**config.mk**
```make
export PLATFORM = sky130hd
export DESIGN_NAME = pad_gpio_bank
export DESIGN_NICKNAME = d
export VERILOG_FILES = /design/src/rtl/pad_gpio_bank.sv
export SDC_FILE = /design/constraint.sdc
export NUM_CORES = 1
export LEC_CHECK = 0
export BUFFER_PORTS_ARGS = -buffer_cell sky130_fd_sc_hd__buf_2
export CORE_MARGIN = 2
export CORE_UTILIZATION = 50
export DETAILED_ROUTE_END_ITERATION = 12
export PLACE_DENSITY_LB_ADDON = 0.12
export SYNTH_ARGS = -nofsm -noshare
export SYNTH_HDL_FRONTEND = slang
export SYNTH_SLANG_ARGS = --single-unit
```
**constraint.sdc**
```tcl
create_clock -name clk -period 1.6 [get_ports clk]
set_input_delay 0.16 -clock clk [delete_from_list [all_inputs] [get_ports clk]]
set_output_delay 0.16 -clock clk [all_outputs]
set_load 0.05 [all_outputs]
```
**src/rtl/pad_gpio_bank.sv**
```systemverilog
// rtl/pad_gpio_bank.sv - GPIO bank: OUT/OE pad drive, synchronised inputs, edge-capture level IRQ
// Define GPIO_DEBOUNCE_EN to add the per-pad debounce counters and the DB_LIMIT register.
module pad_gpio_bank #(
    parameter int NUM_PADS    = 8,
    parameter int SYNC_STAGES = 2,
    parameter int DEBOUNCE_W  = 8
) (
    input  logic                clk,
    input  logic                rst_n,
    input  logic [2:0]          reg_addr,
    input  logic                reg_we,
    input  logic                reg_re,
    input  logic [31:0]         reg_wdata,
    output logic [31:0]         reg_rdata,
    input  logic [NUM_PADS-1:0] pad_in,
    output logic [NUM_PADS-1:0] pad_out,
    output logic [NUM_PADS-1:0] pad_oe,
    output logic                irq
);

    logic [NUM_PADS-1:0]   r_out, r_oe, r_irq_en, r_stat, r_edge_rise, r_edge_fall, r_prev;
    logic [NUM_PADS-1:0]   r_sync [SYNC_STAGES];
    logic [31:0]           r_rdata;
    logic                  r_irq;
    logic [NUM_PADS-1:0]   w_synced, w_stable, w_rise, w_fall, w_clr, w_set;
    logic [DEBOUNCE_W-1:0] w_db_limit;
    logic [31:0]           w_rd_mux;
    logic                  w_unused;

    assign w_unused  = &{1'b0, reg_wdata};
    assign pad_out   = r_out;
    assign pad_oe    = r_oe;
    assign reg_rdata = r_rdata;
    assign irq       = r_irq;
    assign w_synced  = r_sync[SYNC_STAGES-1];

    always_ff @(posedge clk or negedge rst_n) begin
        if (!rst_n) begin
            for (int i = 0; i < SYNC_STAGES; i++) r_sync[i] <= '0;
        end else begin
            r_sync[0] <= pad_in;
            for (int i = 1; i < SYNC_STAGES; i++) r_sync[i] <= r_sync[i-1];
        end
    end

`ifdef GPIO_DEBOUNCE_EN
    logic [DEBOUNCE_W-1:0] r_db_limit;
    logic [DEBOUNCE_W-1:0] r_cnt [NUM_PADS];
    logic [NUM_PADS-1:0]   r_stable;

    // A pad commits only after differing for DB_LIMIT+1 consecutive compares.
    always_ff @(posedge clk or negedge rst_n) begin
        if (!rst_n) begin
            r_stable <= '0;
            for (int p = 0; p < NUM_PADS; p++) r_cnt[p] <= '0;
        end else begin
            for (int p = 0; p < NUM_PADS; p++) begin
                if (w_synced[p] == r_stable[p]) begin
                    r_cnt[p] <= '0;
                end else if (r_cnt[p] == r_db_limit) begin
                    r_stable[p] <= w_synced[p];
                    r_cnt[p]    <= '0;
                end else begin
                    r_cnt[p] <= r_cnt[p] + 1'b1;
                end
            end
        end
    end

    always_ff @(posedge clk or negedge rst_n) begin
        if (!rst_n) r_db_limit <= '0;
        else if (reg_we && reg_addr == 3'd7) r_db_limit <= reg_wdata[DEBOUNCE_W-1:0];
    end

    assign w_stable   = r_stable;
    assign w_db_limit = r_db_limit;
`else
    assign w_stable   = w_synced;
    assign w_db_limit = '0;
`endif

    assign w_rise = w_stable & ~r_prev;
    assign w_fall = ~w_stable & r_prev;
    assign w_set  = (w_rise & r_edge_rise) | (w_fall & r_edge_fall);
    assign w_clr  = (reg_we && reg_addr == 3'd4) ? reg_wdata[NUM_PADS-1:0] : '0;

    always_comb begin
        w_rd_mux = '0;
        case (reg_addr)
            3'd0:    w_rd_mux = 32'(r_out);
            3'd1:    w_rd_mux = 32'(r_oe);
            3'd2:    w_rd_mux = 32'(w_stable);
            3'd3:    w_rd_mux = 32'(r_irq_en);
            3'd4:    w_rd_mux = 32'(r_stat);
            3'd5:    w_rd_mux = 32'(r_edge_rise);
            3'd6:    w_rd_mux = 32'(r_edge_fall);
            3'd7:    w_rd_mux = 32'(w_db_limit);
            default: w_rd_mux = '0;
        endcase
    end

    // Set terms are ORed after the clear so a same-cycle capture survives W1C.
    always_ff @(posedge clk or negedge rst_n) begin
        if (!rst_n) begin
            r_out       <= '0;
            r_oe        <= '0;
            r_irq_en    <= '0;
            r_stat      <= '0;
            r_edge_rise <= '0;
            r_edge_fall <= '0;
            r_prev      <= '0;
            r_rdata     <= '0;
            r_irq       <= 1'b0;
        end else begin
            r_prev <= w_stable;
            r_stat <= (r_stat & ~w_clr) | w_set;
            r_irq  <= |(r_stat & r_irq_en);
            if (reg_re) r_rdata <= w_rd_mux;
            if (reg_we) begin
                case (reg_addr)
                    3'd0:    r_out       <= reg_wdata[NUM_PADS-1:0];
                    3'd1:    r_oe        <= reg_wdata[NUM_PADS-1:0];
                    3'd3:    r_irq_en    <= reg_wdata[NUM_PADS-1:0];
                    3'd5:    r_edge_rise <= reg_wdata[NUM_PADS-1:0];
                    3'd6:    r_edge_fall <= reg_wdata[NUM_PADS-1:0];
                    default: ;
                endcase
            end
        end
    end

endmodule

```
* After elaboration in Yosys (flattened, before gate mapping)
Index checks and enable logic that the tools add are counted.
Operators by class: eq/ne operators 7, mux-type cells 2, bitwise operators 11, reduce and logical (&&, ||, !) cells 8
Operators with widths (number):
- case mux 32 bit (8 select lines) | 1
- bitwise AND 8 bit | 6
- NOT 8 bit | 3
- OR 8 bit | 2
- == test 3 bit, second input constant | 4
- AND reduction 2 bit | 5
- two-way mux 8 bit | 1
- OR reduction 8 bit | 1
- == test 3 x 2 -> 1 bit, second input constant | 2
- == test 3 x 1 -> 1 bit, second input constant | 1
- logical NOT 3 bit | 1
- logical AND 1 bit | 1
Word-level totals: output and inout port bits 49, flip-flop bits (word level) 105, bits of input ports 47, word-level logic and storage cells 39

* Logic depth before layout (Yosys ltp)
Gate-level depths: netlist (run 1).
depth in word-level cells 6, depth in mapped cells 6, depth with buffers taken out 4

* Least setup slack after synthesis (run 1)
Ideal clock, no wire load.
path type input port to flip-flop, from in reg_we, to reg r_out[0], in the netlist pad_out[0], arrival 1181 ps, setup time 125 ps, path slack 294 ps, stages on the path 3, path buffers 1, data required time 1475 ps, path through clkbuf_1 nor4b_4 mux2_2
On the way: word-level cells in the longest chain between the ends 1
Ends and longest elaborated chain:
- from (decl) | RTL line 11 | input logic reg_we,
- AND reduction 2 bit (no line)
- to (signal assigned) | RTL line 121 | 3'd0: r_out <= reg_wdata[NUM_PADS-1:0];
- to (decl) | RTL line 21 | logic [NUM_PADS-1:0] r_out, r_oe, r_irq_en, r_stat, r_edge_rise, r_edge_fall, r_prev;
Every way passes these cells. A chain may end at the register's enable or synchronous reset.

* Worst setup path in the final report (run 1)
from reg r_oe[6], in the netlist pad_oe[6], to out pad_oe[6]
RTL lines:
- from (decl) | RTL line 21
- from (signal assigned) | RTL line 122 | 3'd1: r_oe <= reg_wdata[NUM_PADS-1:0];
- to (decl) | RTL line 17 | output logic [NUM_PADS-1:0] pad_oe,
No word-level cell between the ends.

==> results of run 1 <==
## layout by cell type, fill, tap and decap left out, types with 2 or more instances in the layout
cell	instances
sky130_fd_sc_hd__buf_4	25
sky130_fd_sc_hd__nand2b_1	7
sky130_fd_sc_hd__o21ai_0	12
sky130_fd_sc_hd__a22oi_1	4
sky130_fd_sc_hd__dfrtp_1	81
sky130_fd_sc_hd__nand4_1	2
sky130_fd_sc_hd__nand3b_1	15
sky130_fd_sc_hd__a221oi_1	13
sky130_fd_sc_hd__o221a_2	2
sky130_fd_sc_hd__conb_1	24
sky130_fd_sc_hd__clkbuf_1	3
sky130_fd_sc_hd__mux2i_1	7
sky130_fd_sc_hd__clkbuf_8	11
sky130_fd_sc_hd__inv_1	6
sky130_fd_sc_hd__nor2_1	17
sky130_fd_sc_hd__mux2_2	37
sky130_fd_sc_hd__o211ai_1	8
sky130_fd_sc_hd__buf_2	46
sky130_fd_sc_hd__mux2_1	2
sky130_fd_sc_hd__nand2_1	35
sky130_fd_sc_hd__dlygate4sd3_1	9
sky130_fd_sc_hd__nand4b_1	3
sky130_fd_sc_hd__nand4b_2	2
## worst max-delay path by stage
| stage | start | end | slack, ns | cells past startpoint |
|---|---|---|---|---|
| 4_1_cts | pad_oe[6]$_DFFE_PN0P_ | pad_oe[6] | 0.42 | 1 |
| 6_report | pad_oe[6]$_DFFE_PN0P_ | pad_oe[6] | 0.43 | 1 |
| 3_3_place_gp | reg_addr[1] | reg_rdata[2]$_DFFE_PN0P_ | 0.15 | 5 |
| 3_5_place_dp | reg_addr[1] | reg_rdata[4]$_DFFE_PN0P_ | 0.15 | 5 |
| 5_1_grt | w_stable[4]$_DFF_PN0_ | reg_rdata[4]$_DFFE_PN0P_ | 0.29 | 3 |
| 2_1_floorplan | reg_we | pad_out[0]$_DFFE_PN0P_ | 0.29 | 3 |
## sequential cells by signal, indices dropped and copies added, names as in the netlist
| signal | count |
|---|---|
| pad_oe | 8 |
| pad_out | 8 |
| r_edge_fall | 8 |
| r_edge_rise | 8 |
| r_irq_en | 8 |
| r_prev | 8 |
| r_stat | 8 |
| r_sync | 8 |
| reg_rdata | 8 |
| w_stable | 8 |
| irq | 1 |
## power by group through the flow
stage               registers, W  clock network (W)  logic [W]
floorplan                0.00303                  0   0.000639
global placement         0.00264                  0    0.00136
detailed placement       0.00264                  0    0.00138
CTS                      0.00260            0.00136    0.00140
global route             0.00265            0.00145    0.00150
finish                   0.00260            0.00133    0.00139
## metrics by stage
step / worst slack, ns / hold WS, ns / area, um^2 / cells / util [%]
finish: 0.4312 / 0.1129 / 4290 / 485 / 60.12
global route: 0.2931 / 0.1176 / 4290 / 485 / 60.12
CTS: 0.4194 / 0.1050 / 4290 / 485 / 60.12
detailed placement: 0.1454 / 0.1028 / 4025 / 460 / 56.40
global placement: 0.1493 / 0.1014 / 4025 / 460 / 56.40
floorplan: 0.2944 / -0.1356 / 3716 / 328 / -
## layer usage
layer  track usage [%]  vias to the layer above  wire [um]
met5                 0                        -          0
met4             6.920                        0         70
met3             4.432                        7        333
met2             31.78                       68       3527
met1             30.09                     1259       3768
li1                  -                     1191          -
## worst register-to-register path, stage by stage, from the launching register on
cell and delay [ns]:
sky130_fd_sc_hd__dfrtp_1 0.40, sky130_fd_sc_hd__and4b_1 0.17, sky130_fd_sc_hd__a31oi_1 0.13, sky130_fd_sc_hd__nand4_1 0.11, sky130_fd_sc_hd__o221a_2 0.25
## layout make-up
cell class	instances	area, um^2
sequential	81	2027
inverter	6	22.52
timing repair buffer	81	528.0
clock buffer	14	162.7
fill	610	2846
multi-input combinational	202	1414
clock inverter	2	12.51
tap	99	123.9
## logic make-up (layout without fill, tap and decap cells)
family	after synthesis	after routing	share of synthesized area, %
AO/OA/AOI/OAI	42	42	8.515
AND/OR/NAND/NOR	90	90	13.93
multiplexers	46	46	14.03
flip-flops	81	81	55.84
buffers and inverters	45	103	7.583
other	1	24	0.1033
==> results.md, run 1 <==
- The share of synthesized area in the top cell type comes to 55.84%.
- The mapped cell area is 3630 um^2.
- Summed over all instances, the cell type with the most area after synthesis is sky130_fd_sc_hd__dfrtp_1.
- The synthesized instance count is 305.
- The cell with the most instances after synthesis is sky130_fd_sc_hd__dfrtp_1.
- The count of cell types in the netlist is 33.
- The number of setup violations in the final report is 0.
- Between clock sinks in the finished design, the worst skew comes to 0.006206 ns.
- From synthesis to final layout, the design area changed by 18.20%.
- For this run, the number of Yosys warnings is 0.
- By count the netlist is led by 81 x sky130_fd_sc_hd__dfrtp_1, 37 x sky130_fd_sc_hd__mux2_2, 35 x sky130_fd_sc_hd__nand2_1.
- The via count of the first global-routing pass is 2,399.
- For this run, the top clock speed supported by timing is 855.6 MHz.
- Walking the worst path, the cells encountered are buf_2.
- The depth of the worst register-to-register path is 4.
- TritonCTS built the clock tree.
- Once the floorplan was initialized, standard cells occupied 50.86% of the core.
- The clock network is responsible for 25.0% of the overall power.
- The startpoint-to-endpoint class of the critical path is flop to output pin.
- The region available for standard cell placement spans 7137 um^2.
- The number of pins with negative max-slew slack in the final report is 0.
- The site row count is 31.
- The required time of the critical path is 1.44 ns.
- Yosys mapped a number of flops with a built-in enable equal to 0.
- The total power density per cell area is 1241 nW/um^2.
- The starting DRC count in detailed routing is 79.
- The net count of the finished layout is 428.
- The tree built by TritonCTS fans out to 81 sinks.
- In this run the post-CTS setup repair buffer count came out at 0.
- The share of the Yosys chip area taken by registers is 55.84%.
- The quantity of gates resized following cts is 0.
- The first global-routing pass estimated 12.16 mm of wire.
- The floorplan step set the die width to 89.20 um.
- The internal power of the cells totals 0.003481 W.
- For the finished layout, the period the worst path requires is 1.169 ns.
- The number of clock buffers added by TritonCTS is 9.
- In the routed design, unresolved DRC markers number 0.
- The worst hold path cell count is 3.
- Counting along the longest clock path gives a buffer depth of 2.
- The worst hold path terminates at pad_oe[5]$_DFFE_PN0P_.
- The reported net switching power is 0.001843 W.
- The number of hold-slack violations in the final timing report is 0.
- The number of vias after detailed routing is 2,525.
- For this design, the CTS-stage hold fixing added 9 buffers.
- The post-route antenna net violation count is 0.
- The portion of total power attributed to sequential cells is 48.9%.
- Combinational logic is responsible for 26.0% of the overall power.
- By area the synthesized netlist is led by sky130_fd_sc_hd__dfrtp_1 56%, sky130_fd_sc_hd__mux2_2 11%, sky130_fd_sc_hd__buf_4 5.4%.
- For the worst-skew pair, the clock arrives at the later sink with an insertion delay of 0.34 ns.
- During placement, the flow inserted port buffers numbering 47.
- During I/O placement, the number of pins put on the boundary was 96.
- The flow ran to the end, and the final reports show no timing, DRC or antenna violations.
- Along the worst path, the maximum fanout reaches 3.
- The largest incremental delay on the critical path is 0.39 ns.
- Counting both buffers and inverters, the worst setup path holds a total of 1.
- The signal arrival time at the worst endpoint is 1.01 ns.
- The switching share of total power is 34.61%.
- The number of antenna violations at the first check in global routing is 0.
- The overall power of the completed layout is 0.005324 W.
- The global-route usage over all layers is 20.90%.
- The count of state elements after synthesis is 81.
- The remaining global-route overflow is 0.
- The share of synthesized registers carrying an async set or reset is 100.0%.
- Setup repair after global routing left no endpoint under its margin.
- The die height is 89.20 um.
- The global placer's final weighted congestion is 0.8127.
- The HPWL after detailed placement is 5.469 mm.
- The maximum resistive drop on vdd is 0.6426 mV.
- The most used flip-flop cell after synthesis is sky130_fd_sc_hd__dfrtp_1.
- The reg-to-reg critical path endpoint is reg_rdata[5]$_DFFE_PN0P_.
- Clock-pin slew was measured on the worst setup and hold paths at 0.08 ns.
- The path type of the worst min-delay path is input pin to flop.
- The die area is 7957 um^2.
- In this run the critical register-to-register path is launched from r_edge_fall[5]$_DFFE_PN0P_.
- The setup TNS after final layout is 0 ns.
- The final wirelength is 7.699 mm.
- The average wire per standard cell is 15.87 um.
- The worst reg-to-reg setup slack is 0.43 ns.
- The post-route netlist has 33.16% of its cells at a drive strength greater than 1.
- In the routed layout, each cell is associated on average with a via count of 5.206.
- The clock root buffer is sky130_fd_sc_hd__clkbuf_8.
- The static leakage is 1.967 nW.
- The final antenna diode count is 0.
- The deepest level of the CTS H-tree is 3.
- The start point of the worst min-delay path is reg_wdata[5].
- The family with the most delay on the worst path is flip-flops.
- Max-cap violations in this run came to 0.
- The average instance in the mapped netlist occupies 11.90 um^2.
- The worst setup path is captured at an output pin.
- Entering global routing, the biggest net connects 29 pins.
- The critical-path cell with the highest stage delay is sky130_fd_sc_hd__dfrtp_1.
- For this run, the detailed router's first-pass iteration total came to 4.
- The worst setup path is launched from a flop.
- In the finished design, the share of the clock period the worst path needs comes to 73.05%.
Note: power is estimated with default switching activity, not from simulation.
==> inputs of run 2 (changes only) <==
--- a/config.mk
+++ b/config.mk
@@ -5,6 +5,7 @@
 export SDC_FILE = /design/constraint.sdc
 export NUM_CORES = 1
 export LEC_CHECK = 0
+export ABC_AREA = 1
 export BUFFER_PORTS_ARGS = -buffer_cell sky130_fd_sc_hd__buf_2
 export CORE_MARGIN = 2
 export CORE_UTILIZATION = 50
==> constraint.sdc (replaced) <==
create_clock -name clk -period 1.08 [get_ports clk]
set_input_delay 0.108 -clock clk [delete_from_list [all_inputs] [get_ports clk]]
set_output_delay 0.108 -clock clk [all_outputs]
set_load 0.05 [all_outputs]
==> run 2 against run 1 <==
Compared with the run above:
- largest power group unchanged
- core utilization is 3.1 points higher
- the flow now finishes with violations (setup timing)
- non-clock buffer count is 7 higher
- routed wire length is 21% higher
- count of clock-buffer cells in the layout is 5 lower
- critical path type unchanged
- critical path depth stayed put
- combinational power is 68% higher
==> results.md, run 2 <==
- The top cell type's share of synthesized area is 53.08%.
- The power share of the clock group is 26.1%.
- The number of enable flip-flop cells after synthesis is 0.
- Yosys attributes the largest share of cell area to sky130_fd_sc_hd__dfrtp_1 53%, sky130_fd_sc_hd__nand2_1 11%, sky130_fd_sc_hd__buf_4 5.5%.
- The starting DRC count in detailed routing is 165.
- The number of pins with negative max-slew slack in the final report is 0.
- Setup violations remaining at the end of the flow were counted as 1.
- The number of vias after detailed routing is 3,094.
- The synthesized netlist contains 24 unique library cells.
- The die is 91.39 um tall.
- The ratio of routed vias to standard cells is 5.271.
- In this run the worst path has a maximum fanout of 3.
- No sink is reached through more buffers than the 2 on the longest clock path.
- Summing every instance area after synthesis gives 3819 um^2.
- In the final routed layout, each cell accounts on average for 15.93 um.
- The post-route worst setup slack is -0.008350 ns.
- Net switching is 36.40% of the power.
- During placement, the flow inserted port buffers numbering 47.
- The share of synthesized registers carrying an async set or reset is 100.0%.
- The number of hold-slack violations in the final timing report is 0.
- The sequential cell area fraction in the yosys report is 53.08%.
- The synthesized instance count is 402.
- The critical-path cell with the highest stage delay is sky130_fd_sc_hd__dfrtp_1.
- On the worst path, the slowest cell contributes a delay of 0.43 ns.
- The average cell area after synthesis is 9.499 um^2.
- The HPWL after detailed placement is 6.581 mm.
- The library cell used most frequently in the layout, excluding fill and tap cells, is sky130_fd_sc_hd__nand2_1.
- The run finished, with violations left.
- For the finished layout, the period the worst path requires is 1.088 ns.
- In this run the clock root is driven by a sky130_fd_sc_hd__clkbuf_8.
- The clock insertion delay at the later pin of the skew report is 0.36 ns.
- The post-route clock skew is 0.01477 ns.
- For the worst setup path, the data required time is 0.97 ns.
- Prior to clock tree synthesis, the placed netlist has a worst setup slack of -0.1590 ns.
- For this design the ratio of total power to cell area is 1815 nW/um^2.
- The path type of the worst min-delay path is input pin to flop.
- Setup repair after global routing could not meet its margin everywhere.
- The clock net sink count is 81.
- The CTS buffer count is 9.
- STA classifies the critical path startpoint as a flop.
- For this run, the total global-route usage over all layers was measured as 23.03%.
- Summed over all layers, the global routing overflow is 0.
- Pin placement for this block handled 96 I/O pins.
- The die extent in x is 91.39 um.
- Dividing the final minimum period by the clock period gives 100.8%.
- The global placer's final weighted congestion is 0.9552.
- The signal arrival time at the worst endpoint is 0.98 ns.
- The flip-flop cell with the highest count after synthesis is sky130_fd_sc_hd__dfrtp_1.
- In this run, synthesis produced a sequential element count of 81.
- The final antenna diode count is 0.
- For this run, the number of Yosys warnings is 0.
- The top cell types in the final layout, fill and taps aside, are 115 x sky130_fd_sc_hd__nand2_1, 80 x sky130_fd_sc_hd__dfrtp_1, 37 x sky130_fd_sc_hd__buf_4.
- Together, buffers and inverters on the worst path number 1.
- The via count of the first global-routing pass is 2,880.
- The static leakage is 2.324 nW.
- After filler insertion, the fill cell instance count of the layout stands at 634.
- Before antenna repair, the detailed router went through 5 iterations.
- In the final layout, the share of cells above drive strength 1 is 27.25%.
- Measured on the finished design, the core utilization comes to 63.18%.
- Once detail routing completed, the nets flagged for antenna violations numbered 0.
- The critical path capture point type is an output pin.
- Traced cell by cell, the critical path runs through buf_6.
- The growth of design area from synthesis to finish is 21.30%.
- Summed over all nets, the switching power comes to 0.003060 W.
- Across the VDD grid, the largest voltage drop is 1.052 mV.
- The die area is 8352 um^2.
- After floorplanning, the core was divided into 31 placement rows.
- The combinational share of power is 27.9%.
- Entering global routing, the biggest net connects 28 pins.
- The smallest hold slack is 0.1163 ns.
- The total DRC errors in the routed layout is 0.
- The final layout contains routed wiring with a total length of 9.352 mm.
- Clock-pin slew was measured on the worst setup and hold paths at 0.09 ns.
- The largest total area in the synthesized netlist belongs to sky130_fd_sc_hd__dfrtp_1.
- Max-cap violations in this run came to 0.
- The deepest level of the CTS H-tree is 3.
- The portion of total power attributed to sequential cells is 46.0%.
- The first-pass GRT wire length is 14.81 mm.
- The cell family contributing the most delay on the critical path is flip-flops.
- The area of the placeable core is 7331 um^2.
- The internal power component is 0.005348 W.
- For this configuration, the core starts out at a cell density of 52.09%.
- The startpoint-to-endpoint class of the critical path is flop to output pin.
- The maximum achievable frequency is 918.8 MHz.
- The number of antenna violations at the first check in global routing is 0.
- The overall power of the completed layout is 0.008408 W.
- The final layout contains 531 nets.
- The checks that failed: setup timing.
- TritonCTS built the clock tree.
- The cell with the most instances after synthesis is sky130_fd_sc_hd__nand2_1.
- Counting instances in the post-synthesis netlist gives the leading cell types as 115 x sky130_fd_sc_hd__nand2_1, 81 x sky130_fd_sc_hd__dfrtp_1, 32 x sky130_fd_sc_hd__o21ai_0.
[run 2: cell types whose count changed after synthesis, moves of 11 or more]
cell / delta
sky130_fd_sc_hd__a221oi_1: -11
sky130_fd_sc_hd__inv_1: +14
sky130_fd_sc_hd__mux2_2: -37
sky130_fd_sc_hd__nand2_1: +80
sky130_fd_sc_hd__nand3_1: +19
sky130_fd_sc_hd__nand3b_1: -15
sky130_fd_sc_hd__nand4_1: +24
sky130_fd_sc_hd__o21ai_0: +20
sky130_fd_sc_hd__o21ai_2: +21
[run 2: what timing repair did]
action / CTS / global route
endpoints found under the setup margin: 24 / 23
buffers inserted: 0 / 8
pin swaps: 0 / 16
hold buffers: 9 / 0
hold endpoints to repair: 89 / 0
resized for setup: 33 / 16
[run 2: worst paths after layout]
kind,slack (ns),endpoint,from,depth (start not counted)
max,-0.008,pad_oe[6],pad_oe[6]$_DFFE_PN0P_,1
min,0.12,r_irq_en[4]$_DFFE_PN0P_,reg_wdata[4],3
max reg2reg,0.02,irq$_DFF_PN0_,r_stat[1]$_DFF_PN0_,4
min reg2reg,0.35,w_stable[0]$_DFF_PN0_,r_sync[8]$_DFF_PN0_,0
max in group asynchronous,0.42,r_sync[9]$_DFF_PN0_,rst_n,3
min in group asynchronous,0.17,w_stable[0]$_DFF_PN0_,rst_n,2
[run 2: through the flow]
step | std cells | instance area (um^2) | TNS, ns
floorplan | 425 | 3906 | 0
CTS | 579 | 4517 | -0.007250
global route | 587 | 4632 | -0.1606
detailed placement | 555 | 4138 | -4.689
finish | 587 | 4632 | -0.008350
global placement | 555 | 4138 | -4.157
[run 2: cell families after synthesis]
family | Yosys count | share of synthesized area, %
AO/OA/AOI/OAI | 68 | 12.03
AND/OR/NAND/NOR | 188 | 23.59
other | 1 | 0.09820
buffers and inverters | 64 | 11.21
flip-flops | 81 | 53.08
[run 2: layout make-up]
cell class / instances / area, um^2 / area share (%)
Multi-Input combinational cell: 280 / 1473 / 31.79
Sequential cell: 81 / 2028 / 43.79
Inverter: 24 / 92.59 / 1.999
Clock inverter: 6 / 67.56 / 1.459
Clock buffer: 9 / 123.9 / 2.674
Timing Repair Buffer: 88 / 723.2 / 15.61
Tap cell: 99 / 123.9 / 2.674
[run 2: metal layers]
layer  GRT usage (%)  wire length (um)
met5               0                 0
met4           8.838               249
met3           6.722               463
met2           36.95              4510
met1           29.46              4129
[run 2: power groups by stage]
stage,Sequential (W),Clock [W],Combinational (W)
6_report,0.00387,0.00220,0.00234
3_3_place_gp,0.00387,0,0.00201
3_5_place_dp,0.00388,0,0.00205
4_1_cts,0.00384,0.00224,0.00221
2_1_floorplan,0.00437,0,0.000977
5_1_grt,0.00391,0.00238,0.00251
[run 2: worst min-delay path, delay by kind of cell]
| kind | cells | cell delay [ns] |
|---|---|---|
| buf+inv | 2 | 0.19 |
| compound gates | 1 | 0.15 |
==> inputs of run 3 (changes only) <==
--- a/config.mk
+++ b/config.mk
@@ -5,7 +5,6 @@
 export SDC_FILE = /design/constraint.sdc
 export NUM_CORES = 1
 export LEC_CHECK = 0
-export ABC_AREA = 1
 export BUFFER_PORTS_ARGS = -buffer_cell sky130_fd_sc_hd__buf_2
 export CORE_MARGIN = 2
 export CORE_UTILIZATION = 50
==> run 3 against run 2 <==
Compared with the run above:
- die area shrank 4.7%
- count of clock-buffer cells in the layout grew 3
- cell area grew 2.7%
- largest power group unchanged
- highest routed layer unchanged
- sequential power grew 2%
- critical endpoint is now reg_rdata[5]$_DFFE_PN0P_
- cell count shrank 13%
- largest cell class unchanged
- the flow still finishes with violations (setup timing)
==> results.md, run 3 (synthesis results as in run 1) <==
- The run finished, with violations left.
- The checks that failed: setup timing.
- The switching share of total power is 34.05%.
- The overall power of the completed layout is 0.008562 W.
- STA classifies the critical path endpoint as a flop.
- Row generation in the floorplan step produced 31 rows.
- The placed instances occupy a cell area of 4238 um^2.
- The tree built by TritonCTS fans out to 81 sinks.
- The multi-input combinational cells in the finished layout cover a total of 1539 um^2.
- The post-route clock skew is 0.01126 ns.
- The TritonCTS clock tree is yes.
- The sort of element at the start of the critical path is a flop.
- CTS placed an instance of sky130_fd_sc_hd__clkbuf_8 at the clock tree root.
- The portion of total power attributed to sequential cells is 45.9%.
- Timing would allow up to 883.7 MHz.
- The global-route usage over all layers is 22.00%.
- In this run the tool buffered the top-level ports with 47 buffer cells.
- The internal power component is 0.005647 W.
- The share of the clock period used by the worst path after layout is 104.8%.
- The die covers 7957 um^2.
- Summed over all nets, the half-perimeter wirelength after detailed placement is 5.786 mm.
- The min-delay analysis places its worst path in the category input pin to flop.
- The number of hold-slack violations in the final timing report came to 0.
- The routed layout has 2,686 vias.
- The remaining global-route overflow is 0.
- The global placer's final weighted congestion is 0.8418.
- The total power density per cell area is 1800 nW/um^2.
- The layout net count is 453.
- The growth of design area from synthesis to finish is 31.02%.
- The via count of the first global-routing pass is 2,465.
- STA puts the critical path data arrival time at 1.36 ns.
- Across the VDD grid, the largest voltage drop is 1.006 mV.
- The post-route antenna net violation count is 0.
- The post-route worst setup slack is -0.05165 ns.
- Setup repair after global routing could not meet its margin everywhere.
- The total DRC errors in the routed layout is 0.
- Entering global routing, the biggest net connects 82 pins.
- STA puts the critical path data required time at 1.31 ns.
- The area of the placeable core is 7137 um^2.
- The final standard cell count with taps included and fillers excluded is 510.
- The final wirelength is 8.434 mm.
- The fill cell instance count of the final layout is 542.
- The first detailed-routing pass took 4 iterations.
- The register area is 2037 um^2.
- The ratio of routed vias to standard cells is 5.267.
- The final antenna diode count is 0.
- Summed over all cells, the static leakage comes to 2.175 nW.
- Measured along the y axis, the die boundary spans 89.20 um.
- Max-cap violations in this run came to 0.
- Once layout is done, the placed cells without fillers occupy 4756 um^2.
- The number of pins with negative max-slew slack in the final report is 0.
- The post-route netlist has 43.55% of its cells at a drive strength greater than 1.
- The maximum fanout along the worst path is 2.
- The average wire per standard cell is 16.54 um.
- The CTS buffer count is 9.
- The clock insertion delay at the later pin of the skew report is 0.34 ns.
- The combinational share of power is 29.7%.
- The number of buffers on the longest clock path is 2.
- The first routing iteration left 197 violations.
- The clock slew at the register clock pins of the worst setup and hold paths is 0.07 ns.
- The number of setup violations in the final report is 2.
- For this configuration, the core starts out at a cell density of 50.86%.
- The worst setup path is of the flop to flop kind.
- During I/O placement, the number of pins put on the boundary was 96.
- The number of antenna violations at the first check in global routing came to 0.
- The reported net switching power is 0.002916 W.
- In the layout the commonest cells are 73 x sky130_fd_sc_hd__dfrtp_1, 59 x sky130_fd_sc_hd__buf_4, 36 x sky130_fd_sc_hd__mux2_2.
- The minimum period implied by the final worst setup slack is 1.132 ns.
- The first global-routing pass estimated 12.88 mm of wire.
- Leaving out fill and tap cells, the most frequent cell in the layout is sky130_fd_sc_hd__dfrtp_1.
- Counting tap cells, the placed design contains a total of 478 instances.
- Measured along the x axis, the die boundary spans 89.20 um.
- The setup TNS after final layout is -0.08469 ns.
- In this run the number of H-tree levels came out at 3.
- The power share of the clock group is 24.4%.
-- run 3: cell types whose count changed in the layout (fill, tap and decap cells not counted), moves of 10 or more --
| cell | previous run | this run |
|---|---|---|
| sky130_fd_sc_hd__buf_4 | 37 | 59 |
| sky130_fd_sc_hd__inv_1 | 20 | 6 |
| sky130_fd_sc_hd__nand4_1 | 26 | 2 |
| sky130_fd_sc_hd__a221oi_2 | 2 | 12 |
| sky130_fd_sc_hd__o21ai_0 | 31 | 5 |
| sky130_fd_sc_hd__nand3b_1 | 0 | 15 |
| sky130_fd_sc_hd__mux2_2 | 0 | 36 |
| sky130_fd_sc_hd__nand3_1 | 18 | 1 |
| sky130_fd_sc_hd__nand2_1 | 115 | 35 |
| sky130_fd_sc_hd__o21ai_2 | 21 | 0 |
-- run 3: path summary, 6_finish.rpt --
check,startpoint,end,slack (ns),cells after the start
max,r_edge_fall[5]$_DFFE_PN0P_,reg_rdata[5]$_DFFE_PN0P_,-0.05,4
min,reg_wdata[5],pad_oe[5]$_DFFE_PN0P_,0.07,3
max reg2reg,r_edge_fall[5]$_DFFE_PN0P_,reg_rdata[5]$_DFFE_PN0P_,-0.05,4
min reg2reg,r_sync[13]$_DFF_PN0_,w_stable[5]$_DFF_PN0_,0.35,0
max in group asynchronous,rst_n,pad_oe[1]$_DFFE_PN0P_,0.39,3
min in group asynchronous,rst_n,w_stable[0]$_DFF_PN0_,0.32,3
-- run 3: metal layers --
metal	GRT usage (%)	up-vias	part of all wire, %
met1	32.53	1344	47
li1	-	1243	-
met2	33.33	91	46
met3	3.416	8	5.4
met4	7.327	0	1.1
met5	0	-	0
-- run 3: power groups by stage --
stage | logic [W] | clock network [W] | registers (W)
after floorplan | 0.000995 | 0 | 0.00451
after global placement | 0.00219 | 0 | 0.00394
after detailed placement | 0.00222 | 0 | 0.00395
after CTS | 0.00240 | 0.00213 | 0.00392
after global routing | 0.00271 | 0.00228 | 0.00398
final | 0.00255 | 0.00209 | 0.00393
-- run 3: layout make-up --
type	count	area share [%]
Clock buffer	12	2.841
Clock inverter	4	0.9471
Inverter	6	0.4736
Multi-Input combinational cell	202	32.36
Sequential cell	81	42.83
Tap cell	99	2.605
Timing Repair Buffer	106	17.94
-- run 3: per-stage QoR --
step                      hold WS (ns)  setup slack (ns)  utilization [%]
after floorplan                -0.1876           -0.1227                -
after global placement          0.1722           -0.2857            59.38
after detailed placement        0.1702           -0.3150            59.38
after CTS                      0.05493          -0.05271            64.67
after global routing           0.07297           -0.1130            66.64
final                          0.06976          -0.05165            66.64
-- run 3: what timing repair did --
action,CTS,global route
endpoints found under the setup margin,26,25
pin swaps,2,6
hold endpoints to repair,89,0
resized for setup,34,21
hold buffers,9,0
buffers inserted,1,7
-- run 3: worst max-delay path: stages (launching register included) --
cell                      delay, ns
sky130_fd_sc_hd__dfrtp_1       0.38
sky130_fd_sc_hd__and4b_1       0.17
sky130_fd_sc_hd__a31oi_1       0.14
sky130_fd_sc_hd__nand4_1       0.11
sky130_fd_sc_hd__o221a_2       0.23
